### src/rtl/dtmf_tone_detector.sv
// rtl/dtmf_tone_detector.sv - DTMF tone detector: period measurement, window match, lock/confirm FSM.
// Optional 3-clock input glitch filter enabled by defining DTMF_GLITCH_FILTER_EN.
module dtmf_tone_detector #(
  parameter int TOL     = 20,
  parameter int CONFIRM = 4,
  parameter int TIMEOUT = 2047
) (
  input  logic        clk_1m_in,
  input  logic        reset_b,
  input  logic        tone_in,
  output logic        tone_valid,
  output logic [2:0]  tone_idx,
  output logic [11:0] period_out,
  output logic        period_strb
);

  typedef enum logic [1:0] {IDLE, MEASURE, LOCKED} state_t;

  localparam logic [12:0] TOL_C     = 13'(TOL);
  localparam logic [3:0]  CONFIRM_C = 4'(CONFIRM);
  localparam logic [11:0] TIMEOUT_C = 12'(TIMEOUT);

  function automatic logic [12:0] nominal(input logic [2:0] i);
    case (i)
      3'd0:    nominal = 13'd1435;
      3'd1:    nominal = 13'd1299;
      3'd2:    nominal = 13'd1174;
      3'd3:    nominal = 13'd1063;
      3'd4:    nominal = 13'd827;
      3'd5:    nominal = 13'd749;
      3'd6:    nominal = 13'd677;
      default: nominal = 13'd612;
    endcase
  endfunction

  state_t      state_q, state_d;
  logic        s1_q, s2_q, edge_q;
  logic        rise;
  logic [11:0] cnt_q, cnt_d;
  logic [2:0]  cand_q, cand_d;
  logic [3:0]  mc_q, mc_d;
  logic        valid_q, valid_d;
  logic [2:0]  idx_q, idx_d;
  logic [11:0] period_q, period_d;
  logic        strb_q, strb_d;
  logic        match;
  logic [2:0]  match_idx;

`ifdef DTMF_GLITCH_FILTER_EN
  // edge_q is the filtered level; it follows s2 only after three equal samples.
  logic h1_q, h2_q;
  logic level_d;

  always_comb begin
    level_d = edge_q;
    if ((s2_q == h1_q) && (h1_q == h2_q)) level_d = s2_q;
  end

  assign rise = level_d & ~edge_q;

  always_ff @(posedge clk_1m_in) begin
    if (!reset_b) begin
      h1_q <= 1'b0;
      h2_q <= 1'b0;
    end else begin
      h1_q <= s2_q;
      h2_q <= h1_q;
    end
  end
`else
  logic level_d;
  assign level_d = s2_q;
  assign rise    = s2_q & ~edge_q;
`endif

  always_comb begin
    match     = 1'b0;
    match_idx = 3'd0;
    for (int i = 0; i < 8; i++) begin
      if (({1'b0, cnt_q} + TOL_C >= nominal(3'(i))) && ({1'b0, cnt_q} <= nominal(3'(i)) + TOL_C)) begin
        match     = 1'b1;
        match_idx = 3'(i);
      end
    end
  end

  always_comb begin
    state_d  = state_q;
    cnt_d    = rise ? 12'd1 : ((cnt_q == 12'hFFF) ? cnt_q : cnt_q + 12'd1);
    cand_d   = cand_q;
    mc_d     = mc_q;
    valid_d  = valid_q;
    idx_d    = idx_q;
    period_d = period_q;
    strb_d   = 1'b0;
    case (state_q)
      IDLE: begin
        if (rise) state_d = MEASURE;
      end
      default: begin
        if (rise) begin
          period_d = cnt_q;
          strb_d   = 1'b1;
          if (match && (match_idx == cand_q)) begin
            mc_d = (mc_q >= CONFIRM_C) ? CONFIRM_C : mc_q + 4'd1;
          end else if (match) begin
            cand_d = match_idx;
            mc_d   = 4'd1;
          end else begin
            mc_d = 4'd0;
          end
          if (state_q == LOCKED) begin
            if (!match || (match_idx != cand_q)) begin
              valid_d = 1'b0;
              state_d = MEASURE;
            end
          end else if (match && (mc_d >= CONFIRM_C)) begin
            state_d = LOCKED;
            valid_d = 1'b1;
            idx_d   = cand_d;
          end
        end else if (cnt_q == TIMEOUT_C) begin
          // A rise in the same cycle takes the branch above instead.
          state_d = IDLE;
          valid_d = 1'b0;
          mc_d    = 4'd0;
        end
      end
    endcase
  end

  always_ff @(posedge clk_1m_in) begin
    if (!reset_b) begin
      s1_q     <= 1'b0;
      s2_q     <= 1'b0;
      edge_q   <= 1'b0;
      state_q  <= IDLE;
      cnt_q    <= 12'd0;
      cand_q   <= 3'd0;
      mc_q     <= 4'd0;
      valid_q  <= 1'b0;
      idx_q    <= 3'd0;
      period_q <= 12'd0;
      strb_q   <= 1'b0;
    end else begin
      s1_q     <= tone_in;
      s2_q     <= s1_q;
      edge_q   <= level_d;
      state_q  <= state_d;
      cnt_q    <= cnt_d;
      cand_q   <= cand_d;
      mc_q     <= mc_d;
      valid_q  <= valid_d;
      idx_q    <= idx_d;
      period_q <= period_d;
      strb_q   <= strb_d;
    end
  end

  assign tone_valid  = valid_q;
  assign tone_idx    = idx_q;
  assign period_out  = period_q;
  assign period_strb = strb_q;

endmodule

### config.mk
export PLATFORM = sky130hd
export DESIGN_NAME = dtmf_tone_detector
export DESIGN_NICKNAME = d
export VERILOG_FILES = /design/src/rtl/dtmf_tone_detector.sv
export SDC_FILE = /design/constraint.sdc
export NUM_CORES = 1
export LEC_CHECK = 0
export BUFFER_PORTS_ARGS = -buffer_cell sky130_fd_sc_hd__buf_2
export CAP_MARGIN = 20
export CORE_MARGIN = 2
export CORE_UTILIZATION = 25
export CTS_CLUSTER_SIZE = 16
export DETAILED_ROUTE_END_ITERATION = 10
export MAX_ROUTING_LAYER = met4
export PLACE_DENSITY = 0.47
export SETUP_SLACK_MARGIN = 0.05
export SYNTH_ARGS = -nofsm -noshare
export SYNTH_HDL_FRONTEND = slang
export SYNTH_SLANG_ARGS = --single-unit
### constraint.sdc
create_clock -name clk_1m_in -period 5.65 [get_ports clk_1m_in]
set_clock_uncertainty 0.15 [all_clocks]
set_input_delay 0.2825 -clock clk_1m_in [delete_from_list [all_inputs] [get_ports clk_1m_in]]
set_output_delay 0.2825 -clock clk_1m_in [all_outputs]
set_load 0.02 [all_outputs]
Word level (Yosys, flattened, before mapping)
Cells that the tools add are included.
{"block": "op_classes", "n_addsub": 3, "magnitude_cmp": 18, "eq_ne": 11, "mux": 39, "bitwise_logic": 5, "n_reduce_logical": 21}
{"operator": "13-bit by 10-bit >= comparator with 1-bit output, second input constant", "count": 4}
{"operator": "13-bit by 11-bit >= comparator with 1-bit output, second input constant", "count": 4}
{"operator": "12-bit by 10-bit <= comparator with 1-bit output, second input constant", "count": 4}
{"operator": "12-bit by 11-bit <= comparator with 1-bit output, second input constant", "count": 4}
{"operator": "4-bit two-way mux", "count": 6}
{"operator": "1-bit two-way mux", "count": 18}
{"operator": "2-bit two-way mux", "count": 9}
{"operator": "3-bit two-way mux", "count": 6}
{"operator": "12-bit by 5-bit adder with 13-bit output, second input constant", "count": 1}
{"operator": "12-bit by 1-bit adder with 12-bit output, second input constant", "count": 1}
{"operator": "12-bit by 11-bit == test with 1-bit output, second input constant", "count": 1}
{"operator": "12-bit == test, second input constant", "count": 1}
{"operator": "4-bit AND reduction", "count": 3}
{"operator": "1-bit logical AND", "count": 10}
{"operator": "4-bit by 3-bit >= comparator with 1-bit output, second input constant", "count": 2}
{"operator": "4-bit by 1-bit adder with 4-bit output, second input constant", "count": 1}
{"operator": "2-bit inequality test, second input constant", "count": 2}
{"operator": "4-bit by 1-bit inequality test with 1-bit output, second input constant", "count": 1}
{"operator": "4-bit by 2-bit inequality test with 1-bit output, second input constant", "count": 1}
{"operator": "1-bit NOT", "count": 4}
{"operator": "2-bit AND reduction", "count": 2}
{"operator": "2-bit OR reduction", "count": 2}
{"operator": "3-bit == test", "count": 1}
{"operator": "3-bit by 1-bit inequality test with 1-bit output, second input constant", "count": 1}
{"operator": "other kinds (8)", "count": 8}
{"block": "word_totals", "ff_bits": 41, "output_inout_bits": 17}

Logic depth before layout (Yosys ltp)
Gate-level depths: netlist (run 1).
{"block": "logic_depth", "depth_word": 21, "depth_mapped": 12, "depth_no_buf": 11}

Worst setup path before layout (run 1)
OpenSTA, ideal clock, no wires.
{"block": "synth_timing", "path_kind": "reg2reg", "startpoint": "register cnt_q[2]", "endpoint": "register idx_q[0], in the netlist tone_idx[0]", "setup_time_ns": 0.072, "arrival_time_ns": 2.844, "t_required_ns": 5.428, "slack_ns": 2.584, "path_stages_with_launch": 12, "path_buffers": 1, "path_cell_list": "dfxtp_1 > buf_4 > inv_1 > ha_1 > or3_1 > a211oi_1 > o21ai_1 > a32oi_2 > and4_1 > o22ai_2 > nor4_4 > mux2i_1"}
{"block": "synth_via", "elab_chain_len": 18, "elab_cells_between_ends": 51, "cone_classes": "1 x add/sub; 17 x order compare; 1 x eq/ne; 21 x mux; 11 x reduce/logical"}
{"item": "start: declaration", "line_no": "39", "rtl": "logic [11:0] cnt_q, cnt_d;"}
{"item": "start signal: assignment", "line_no": "150", "rtl": "cnt_q <= cnt_d;"}
{"item": "12-bit by 5-bit adder with 13-bit output", "line_no": "80", "rtl": "if (({1'b0, cnt_q} + TOL_C >= nominal(3'(i))) && ({1'b0, cnt_q} <= nominal(3'(i)) + TOL_C)) begin"}
{"item": "13-bit by 11-bit >= comparator with 1-bit output", "line_no": "80"}
{"item": "1-bit logical AND", "line_no": "80"}
{"item": "1-bit two-way mux", "line_no": "80"}
{"item": "2-bit two-way mux / 1-bit two-way mux (equally long branches) (2 in a row)", "line_no": "80"}
{"item": "3-bit two-way mux / 1-bit two-way mux (equally long branches) (4 in a row)", "line_no": "80"}
{"item": "3-bit == test / 1-bit two-way mux (equally long branches)", "line_no": "104, 80"}
{"item": "1-bit logical AND / 1-bit two-way mux (equally long branches)", "line_no": "104, 106"}
{"item": "4-bit two-way mux", "line_no": "104", "rtl": "if (match && (match_idx == cand_q)) begin"}
{"item": "4-bit two-way mux", "line_no": "101", "rtl": "if (rise) begin"}
{"item": "4-bit two-way mux", "line_no": "96", "rtl": "case (state_q)"}
{"item": "4-bit by 3-bit >= comparator with 1-bit output", "line_no": "117", "rtl": "end else if (match && (mc_d >= CONFIRM_C)) begin"}
{"item": "1-bit logical AND", "line_no": "117"}
{"item": "4-bit AND reduction (no line)"}
{"item": "end signal: assignment", "line_no": "154", "rtl": "idx_q <= idx_d;"}
{"item": "end: declaration", "line_no": "43", "rtl": "logic [2:0] idx_q, idx_d;"}
Several ways; a longest one is shown, not always the timed one. The select of a mux whose other input is x is not followed.
A chain may end at the register's enable or synchronous reset.

Worst setup path in the final report (run 1)
Same ends and word-level chain as after synthesis.

==> impl_metrics.tcl, run 1 <==
set metrics [dict create \
    drt_wl_total_um 8410 \
    synth_ff_type "dfxtp_1" \
    grt_remaining_overflow 0 \
    finalWorstPathRequiredPeriod_ps 3970 \
    cap_violations 0 \
    dieWidth_um 114 \
    start_kind "flip-flop" \
    rrSetupSlack_ps 1680 \
    die_h_um 114 \
    crit_chain "ha_1, xnor2_1, or3_1, a211oi_1, o21ai_1, a32oi_2, and4_1, o22ai_2, nor4_4, mux2i_1" \
    fin_nets 397 \
    cp_max_fo 16 \
    area_growth_pct 10.0 \
    firstDrtPassIters 4 \
    setup_viol 0 \
    met3_wirelength_um 365 \
    drcViolationCount 0 \
    cp-end-kind "flip-flop" \
    rows 40 \
    port_buffers 19 \
    syn-num-nets 396 \
    synth_top_family_by_area "compound AO/OA/AOI/OAI gates" \
    wire_per_inst_um 15.9 \
    core_mm2 0.0120 \
    status "finished clean" \
    hold_path.class "primary input to flip-flop" \
    worst_skew_pair.late_latency_ps 280 \
    highest_layer "met4" \
    path_class "flip-flop to flip-flop" \
    hold_buffers 0 \
    ys_ff_latch 41 \
    yosysSeqAreaShare_pct 26.9 \
    cts_root_buffer "clkbuf_16" \
    tightestPinTransition_ps 953 \
    antenna_found_initial 0 \
    timing.fmax_ghz 0.252 \
    cts_resized 0 \
    top_level_ports 20 \
    synth_warnings 0 \
    synthMuxAreaShare_pct 2.34 \
    wl_met1_um 3950 \
    cts_setup_buffers 0 \
    tns_ps 0 \
    htreeDepth 2 \
    place_ws_ps 1730 \
    cts_tree "done" \
    clk_pin_slew_ps 60 \
    n_antenna_cell 0 \
    netlist-cell-type-count 74 \
    finalCritPeriodShare_pct 70.3 \
    p_leak_nw 1.12 \
    postSynth.asyncResetShare_pct 0 \
    final-max-slew-violation-count 0 \
    power_density_mw_per_mm2 195 \
    path_buf_inv 0 \
    dp.final_hpwl_um 6170 \
    yosysTopAreaCell "dfxtp_1" \
    drt_iter0_markers 246 \
    netlist.area_leader.share_pct 26.9 \
    final_layout_size_suffix_gt1_share_pct 12.9 \
    synth-xor-area-share_pct 4.84 \
    gp_congestion 0.849 \
    synthAdderAreaFrac_pct 5.33 \
    via_per_inst 5.26 \
    grt_max_degree 25 \
    crit_path_top_delay_cell "ha_1" \
    hold_viol_final 0 \
    slew_headroom_pct 36.4 \
    grt_pass1_wl_um 14000 \
    arrival_ps 4040 \
    syn-cell-area_mm2 0.00305 \
    fp.dieArea_mm2 0.0131 \
    synth_compound_area_share_pct 29.1 \
    synth_area_leaders "dfxtp_1 (27%), nand2_1 (5.5%), ha_1 (5.3%)" \
    wl_met2_um 3950 \
    cts.sinks 41 \
    grt_pass1_vias 2720 \
    cts_buffers 5 \
    syn_inst 380 \
    grt_use_total_pct 13.7 \
    avgSynthCellArea_um2 8.03 \
    rsz0062_at_grt "no" \
    initial_core_util_pct 25.5 \
    cpLargestDelayFamily "simple AND/OR/NAND/NOR gates" \
    antenna_left 0 \
    peakVddDrop_mv 0.145 \
    fin_ws_ps 1680 \
    cp.required_ps 5720 \
    vias 2775 \
    max_stage_delay_ps 690 \
    synth_edf_count 0 \
    cts_buffer_depth 2 \
    synth_simple_gate_area_share_pct 25.1 \
]
[report_power, final]
group / total, mW / switching, mW / leakage (nW) / internal, mW
Sequential: 0.299 / 0.00715 / 0.331 / 0.292
Combinational: 0.0336 / 0.0212 / 0.707 / 0.0125
Clock: 0.321 / 0.116 / 0.0797 / 0.205
[worst paths after layout]
kind | from | end | depth (start not counted)
setup reg to reg | cnt_q[2] | tone_idx[0] | 10
setup / recovery | cnt_q[2] | tone_idx[0] | 10
hold / removal | tone_in | s1_q | 2
hold reg to reg | s1_q | level_d | 1
[area by class of cell]
type / count / area (um^2)
Clock buffer: 5 / 125
Clock inverter: 2 / 35.0
Fill cell: 1290 / 8600
Inverter: 13 / 48.8
Multi-Input combinational cell: 299 / 2030
Sequential cell: 41 / 821
Tap cell: 147 / 184
Timing Repair Buffer: 21 / 110
[logic make-up (layout without fill, tap and decap cells)]
kind of cell,Yosys count,count (layout)
buf+inv,40,41
simple gates,145,145
xor+xnor,16,16
mux,7,7
compound gates,118,118
fa+ha+maj,13,13
flops,41,41
[worst reg2reg max path: stages (launching register included)]
cell,delay (ps)
dfxtp_1,640
ha_1,690
xnor2_1,240
or3_1,360
a211oi_1,350
o21ai_1,220
a32oi_2,290
and4_1,280
o22ai_2,120
nor4_4,350
mux2i_1,210
[cells in the mapped netlist (7+ instances only)]
| library cell | number |
|---|---|
| a21oi_1 | 29 |
| nand2b_1 | 8 |
| ha_1 | 13 |
| nor2_1 | 25 |
| dfxtp_1 | 41 |
| buf_4 | 7 |
| nor3_1 | 12 |
| nand4_1 | 8 |
| xnor2_1 | 12 |
| inv_1 | 12 |
| and2_1 | 10 |
| nand2_1 | 45 |
| o21ai_0 | 16 |
| clkbuf_1 | 13 |
[stage by stage]
step           hold slack, ps  instances  power, mW  instance area [um^2]  utilization [%]
2_1_floorplan             260        380      0.329                  3050                -
3_3_place_gp              278        520      0.339                  3190             26.7
3_5_place_dp              283        520      0.339                  3190             26.7
4_1_cts                  50.9        527      0.664                  3350             28.0
5_1_grt                  62.3        528      0.678                  3360             28.1
6_report                 53.5        528      0.654                  3360             28.1
[state kept, by name, summed over array words and instances (netlist names)]
register	count
state_q	2
cnt_q	12
tone_valid	1
period_out	12
level_d	1
s1_q	1
period_strb	1
tone_idx	3
mc_q	4
cand_q	3
edge_q	1
[layer usage]
layer	GRT usage, %	vias to the layer above
met2	21.4	67
met5	-	-
met3	2.22	8
met1	18.2	1327
li1	-	1373
met4	4.31	0
[cells in the final DEF, fill, tap and decap left out, drive strengths merged, types with 5 or more instances in the layout]
cell type | Yosys | routed
nand2b | 8 | 8
a211oi | 7 | 7
a21boi | 5 | 5
clkbuf | 13 | 5
nor2 | 25 | 25
nand4 | 9 | 9
and2 | 11 | 11
nor3 | 14 | 14
inv | 12 | 12
xnor2 | 12 | 12
or3 | 6 | 6
a31oi | 6 | 6
nand3 | 5 | 5
nand2 | 45 | 45
buf | 14 | 21
o21ai | 22 | 22
and3 | 6 | 6
a21oi | 30 | 30
o21a | 5 | 5
mux2i | 6 | 6
dfxtp | 41 | 41
ha | 13 | 13
No activity file was read; power rests on OpenSTA's default activity.
==> run 2: changes to the inputs <==
==> constraint.sdc (replaced) <==
create_clock -name clk_1m_in -period 4.1 [get_ports clk_1m_in]
set_clock_uncertainty 0.15 [all_clocks]
set_input_delay 0.205 -clock clk_1m_in [delete_from_list [all_inputs] [get_ports clk_1m_in]]
set_output_delay 0.205 -clock clk_1m_in [all_outputs]
set_load 0.02 [all_outputs]
==> impl_metrics.tcl, run 2 (synthesis gave the netlist of run 1 again) <==
set metrics [dict create \
    hold_ws_ps 139 \
    final-max-slew-violation-count 0 \
    clk_pin_slew_ps 60 \
    internal_power_uw 725 \
    timing.fmax_ghz 0.270 \
    cp-end-kind "flip-flop" \
    drt_wl_total_um 8320 \
    grt_pass1_vias 2712 \
    n_antenna_cell 0 \
    cts_buffer_depth 2 \
    antenna_left 0 \
    fin_ws_ps 399 \
    cp.required_ps 4170 \
    slew_headroom_pct 31.9 \
    finalWorstPathRequiredPeriod_ps 3700 \
    power_density_mw_per_mm2 272 \
    hold_path.class "primary input to flip-flop" \
    worst_skew_pair.late_latency_ps 290 \
    vias 2799 \
    tightestPinTransition_ps 1020 \
    layout_commonest_cell "nand2_1" \
    rsz0062_at_grt "no" \
    drcViolationCount 0 \
    status "finished clean" \
    gp_congestion 0.923 \
    setup_viol 0 \
    start_kind "flip-flop" \
    power.switching_uw 208 \
    hold_viol_final 0 \
    grt_max_degree 21 \
    area_growth_pct 12.3 \
    cts_root_buffer "clkbuf_16" \
    final_layout_size_suffix_gt1_share_pct 14.4 \
    crit_path_start "cnt_q[3]" \
    seq_power_share_pct 44.0 \
    cp_max_fo 13 \
    firstDrtPassIters 5 \
    tns_ps 0 \
    core_mm2 0.0120 \
    initial_core_util_pct 25.5 \
    reg2regPathDepth 10 \
    port_buffers 19 \
    cap_violations 0 \
    mostFrequentLayoutCells "nand2_1 (45), dfxtp_1 (41), a21oi_1 (29)" \
    htreeDepth 2 \
    drt_iter0_markers 198 \
    fp.dieArea_mm2 0.0131 \
    place_ws_ps 284 \
    p_leak_nw 1.15 \
    rows 40 \
    power_frac_comb_pct 5.3 \
    top_level_ports 20 \
    die_h_um 114 \
    antenna_found_initial 0 \
    cts_buffers 5 \
    wire_per_inst_um 15.6 \
    peakVddDrop_mv 0.140 \
    cts_tree "done" \
    arrival_ps 3770 \
    r2r-start "cnt_q[3]" \
    grt_use_total_pct 13.9 \
    clockPowerShare_pct 50.6 \
    cts.sinks 41 \
    fin_nets 403 \
    dp.final_hpwl_um 6160 \
    grt_remaining_overflow 0 \
    grt_pass1_wl_um 14000 \
    r2r_end "tone_idx[2]" \
    via_per_inst 5.23 \
    path_class "flip-flop to flip-flop" \
    rrSetupSlack_ps 400 \
    netSwitchingFraction_pct 22.3 \
    total_power_uw 933 \
    finalCritPeriodShare_pct 90.3 \
    critPathCapture "tone_idx[2]" \
    dieWidth_um 114 \
]
run 2: area by class of cell:
type | count | area (um^2)
well taps | 147 | 184
repair buffers | 27 | 158
flip-flops and latches | 41 | 821
inverters | 13 | 48.8
clock buffers | 6 | 139
fillers | 1265 | 8540
multi-input cells | 299 | 2040
clock inverters | 2 | 37.5
run 2: worst max-delay path, cell delays in order (launching register included):
cell	delay (ps)
dfxtp_1	610
inv_1	230
ha_1	420
or3_1	370
a211oi_1	350
o21ai_1	220
a32oi_2	270
and4_1	280
o22ai_2	130
nor4_4	340
mux2i_1	240
run 2: layer usage:
layer | track usage [%] | up-vias | share of wire [%]
met3 | 2.75 | 9 | 5.3
met4 | 5.04 | 0 | 1.9
met5 | - | - | 0
li1 | - | 1391 | -
met2 | 21.0 | 85 | 46
met1 | 18.4 | 1314 | 47
run 2: worst min path at each step:
stage / from / depth (start not counted) / slack, ps / to
after floorplan: tone_in / 1 / 180 / s1_q
final: reset_b / 2 / 140 / cand_q[0]
after CTS: reset_b / 2 / 150 / cand_q[0]
after global routing: reset_b / 2 / 150 / cand_q[0]
after global placement: tone_in / 2 / 260 / s1_q
after detailed placement: tone_in / 2 / 270 / s1_q
run 2: timing repair:
| item | in CTS | in global routing |
|---|---|---|
| hold buffers | 1 | 0 |
| resized for setup | 0 | 2 |
| setup buffers | 0 | 0 |
| endpoints found under the hold margin | 1 | 0 |
| endpoints found under the setup margin | 0 | 10 |
run 2: power groups by stage:
stage	clock network (mW)	registers (mW)	logic, mW
final	0.472	0.411	0.0496
after floorplan	0	0.414	0.0393
after global placement	0	0.420	0.0490
after CTS	0.481	0.411	0.0498
after global routing	0.501	0.412	0.0559
after detailed placement	0	0.420	0.0486
run 2: stage by stage:
step	cell area, um^2	std cells	util (%)
4_1_cts	3420	535	28.6
6_report	3430	535	28.6
3_3_place_gp	3240	526	27.1
2_1_floorplan	3050	380	-
5_1_grt	3430	535	28.6
3_5_place_dp	3240	526	27.1
==> run 3: changes to the inputs <==
--- a/config.mk
+++ b/config.mk
@@ -5,14 +5,14 @@
 export SDC_FILE = /design/constraint.sdc
 export NUM_CORES = 1
 export LEC_CHECK = 0
-export BUFFER_PORTS_ARGS = -buffer_cell sky130_fd_sc_hd__buf_2
 export CAP_MARGIN = 20
 export CORE_MARGIN = 2
-export CORE_UTILIZATION = 25
+export CORE_UTILIZATION = 50
 export CTS_CLUSTER_SIZE = 16
 export DETAILED_ROUTE_END_ITERATION = 10
+export DONT_BUFFER_PORTS = 1
 export MAX_ROUTING_LAYER = met4
-export PLACE_DENSITY = 0.47
+export PLACE_DENSITY = 0.72
 export SETUP_SLACK_MARGIN = 0.05
 export SYNTH_ARGS = -nofsm -noshare
 export SYNTH_HDL_FRONTEND = slang
==> impl_metrics.tcl, run 3 (synthesis gave the netlist of run 1 again) <==
set metrics [dict create \
    hold_viol_final 0 \
    timing.fmax_ghz 0.268 \
    top_level_ports 20 \
    reg2regPathDepth 10 \
    n_fill_cell 548 \
    htreeDepth 2 \
    via_per_inst 6.29 \
    crit_chain "ha_1, xnor2_1, a2111oi_0, o21a_1, a311o_1, a21boi_2, mux2i_1, and2_4, nor4_4, mux2i_1" \
    status "finished clean" \
    cts_tree "done" \
    cp-end-kind "flip-flop" \
    fp.dieArea_mm2 0.00674 \
    cts_buffers 5 \
    firstDrtPassIters 5 \
    worst_skew_pair.late_latency_ps 300 \
    fin_nets 385 \
    cts_root_buffer "clkbuf_8" \
    finalCritPeriodShare_pct 90.9 \
    drcViolationCount 0 \
    cts_setup_buffers 0 \
    die_h_um 82.1 \
    gp_congestion 0.999 \
    hold_path.class "primary input to flip-flop" \
    tns_ps 0 \
    holdPathStages 2 \
    power_density_mw_per_mm2 249 \
    drt_wl_total_um 7310 \
    vias 2797 \
    grt_use_total_pct 23.8 \
    port_buffers 0 \
    layout_commonest_cell "nand2_1" \
    core_mm2 0.00592 \
    hold_buffers 2 \
    grt_pass1_vias 2520 \
    max_stage_delay_ps 650 \
    drt_iter0_markers 336 \
    path_buf_inv 0 \
    dieWidth_um 82.1 \
    initial_core_util_pct 51.5 \
    final_layout_size_suffix_gt1_share_pct 9.73 \
    setup_viol 0 \
    cap_violations 0 \
    start_kind "flip-flop" \
    crit_path_top_delay_cell "a2111oi_0" \
    area_growth_pct 4.30 \
    mostFrequentLayoutCells "nand2_1 (45), dfxtp_1 (41), a21oi_1 (29)" \
    cp.required_ps 4190 \
    cpLargestDelayFamily "compound AO/OA/AOI/OAI gates" \
    dp.final_hpwl_um 5300 \
    slew_headroom_pct 38.0 \
    final-max-slew-violation-count 0 \
    antenna_found_initial 0 \
    path_common_cell "mux2i_1" \
    grt_pass1_wl_um 12100 \
    rows 28 \
    arrival_ps 3810 \
    wire_per_inst_um 16.4 \
    cts_resized 0 \
    antenna_left 0 \
    clk_pin_slew_ps 90 \
    n_antenna_cell 0 \
    rsz0062_at_grt "no" \
    cts.sinks 41 \
    grt_max_degree 20 \
    p_leak_nw 1.03 \
    peakVddDrop_mv 0.146 \
    hold_ws_ps 147 \
    cts_buffer_depth 2 \
    path_depth 10 \
    cp_max_fo 13 \
    finalWorstPathRequiredPeriod_ps 3730 \
    tightestPinTransition_ps 926 \
    grt_remaining_overflow 0 \
    path_class "flip-flop to flip-flop" \
]
-- run 3: cell count changes in the layout (fill, tap and decap cells not counted) --
cell           change
buf_2             -19
ha_2               -1
a2111oi_1          -1
clkbuf_16          -5
dlygate4sd3_1      +1
ha_1               +1
clkbuf_8           +4
clkinv_2           +1
a2111oi_0          +1
clkinvlp_4         -1
inv_6              +1
-- run 3: final timing paths --
path                                       to  startpoint  slack (ps)
worst max-delay path              tone_idx[2]    cnt_q[3]         370
worst min-delay path            period_out[1]     reset_b         150
worst max register to register    tone_idx[2]    cnt_q[3]         370
worst min register to register        level_d        s1_q         290
-- run 3: through the flow --
step | power (mW) | instances | utilization, % | setup slack, ps | cell area [um^2]
2_1_floorplan | 0.454 | 380 | - | 1030 | 3050
3_3_place_gp | 0.464 | 434 | 51.4 | 630 | 3040
3_5_place_dp | 0.464 | 434 | 51.4 | 420 | 3040
4_1_cts | 0.798 | 444 | 53.6 | 382 | 3180
5_1_grt | 0.818 | 445 | 53.8 | 133 | 3180
6_report | 0.793 | 445 | 53.8 | 373 | 3180
-- run 3: final cells by class --
type / instances / area (um^2) / share of cell area [%]
sequential: 41 / 821 / 25.8
clock inverter: 3 / 43.8 / 1.38
clock buffer: 5 / 68.8 / 2.16
multi-input combinational: 299 / 2030 / 63.9
timing repair buffer: 9 / 72.6 / 2.28
tap: 75 / 93.8 / 2.95
inverter: 13 / 48.8 / 1.53
-- run 3: per-layer routing --
layer,wire length [um],global-route usage [%]
met5,0,-
met4,136,7.67
met3,505,5.11
met2,3280,35.5
met1,3390,32.0
-- run 3: worst reg2reg max path: stages, from the launching register on --
cell and delay, ps:
dfxtp_1 640, ha_1 480, xnor2_1 190, a2111oi_0 650, o21a_1 180, a311o_1 240
a21boi_2 210, mux2i_1 140, and2_4 190, nor4_4 380, mux2i_1 220
-- run 3: power breakdown --
part	internal, mW	switching [mW]
registers	0.402	0.00885
logic	0.0181	0.0302
clock network	0.183	0.151
total	0.603	0.190
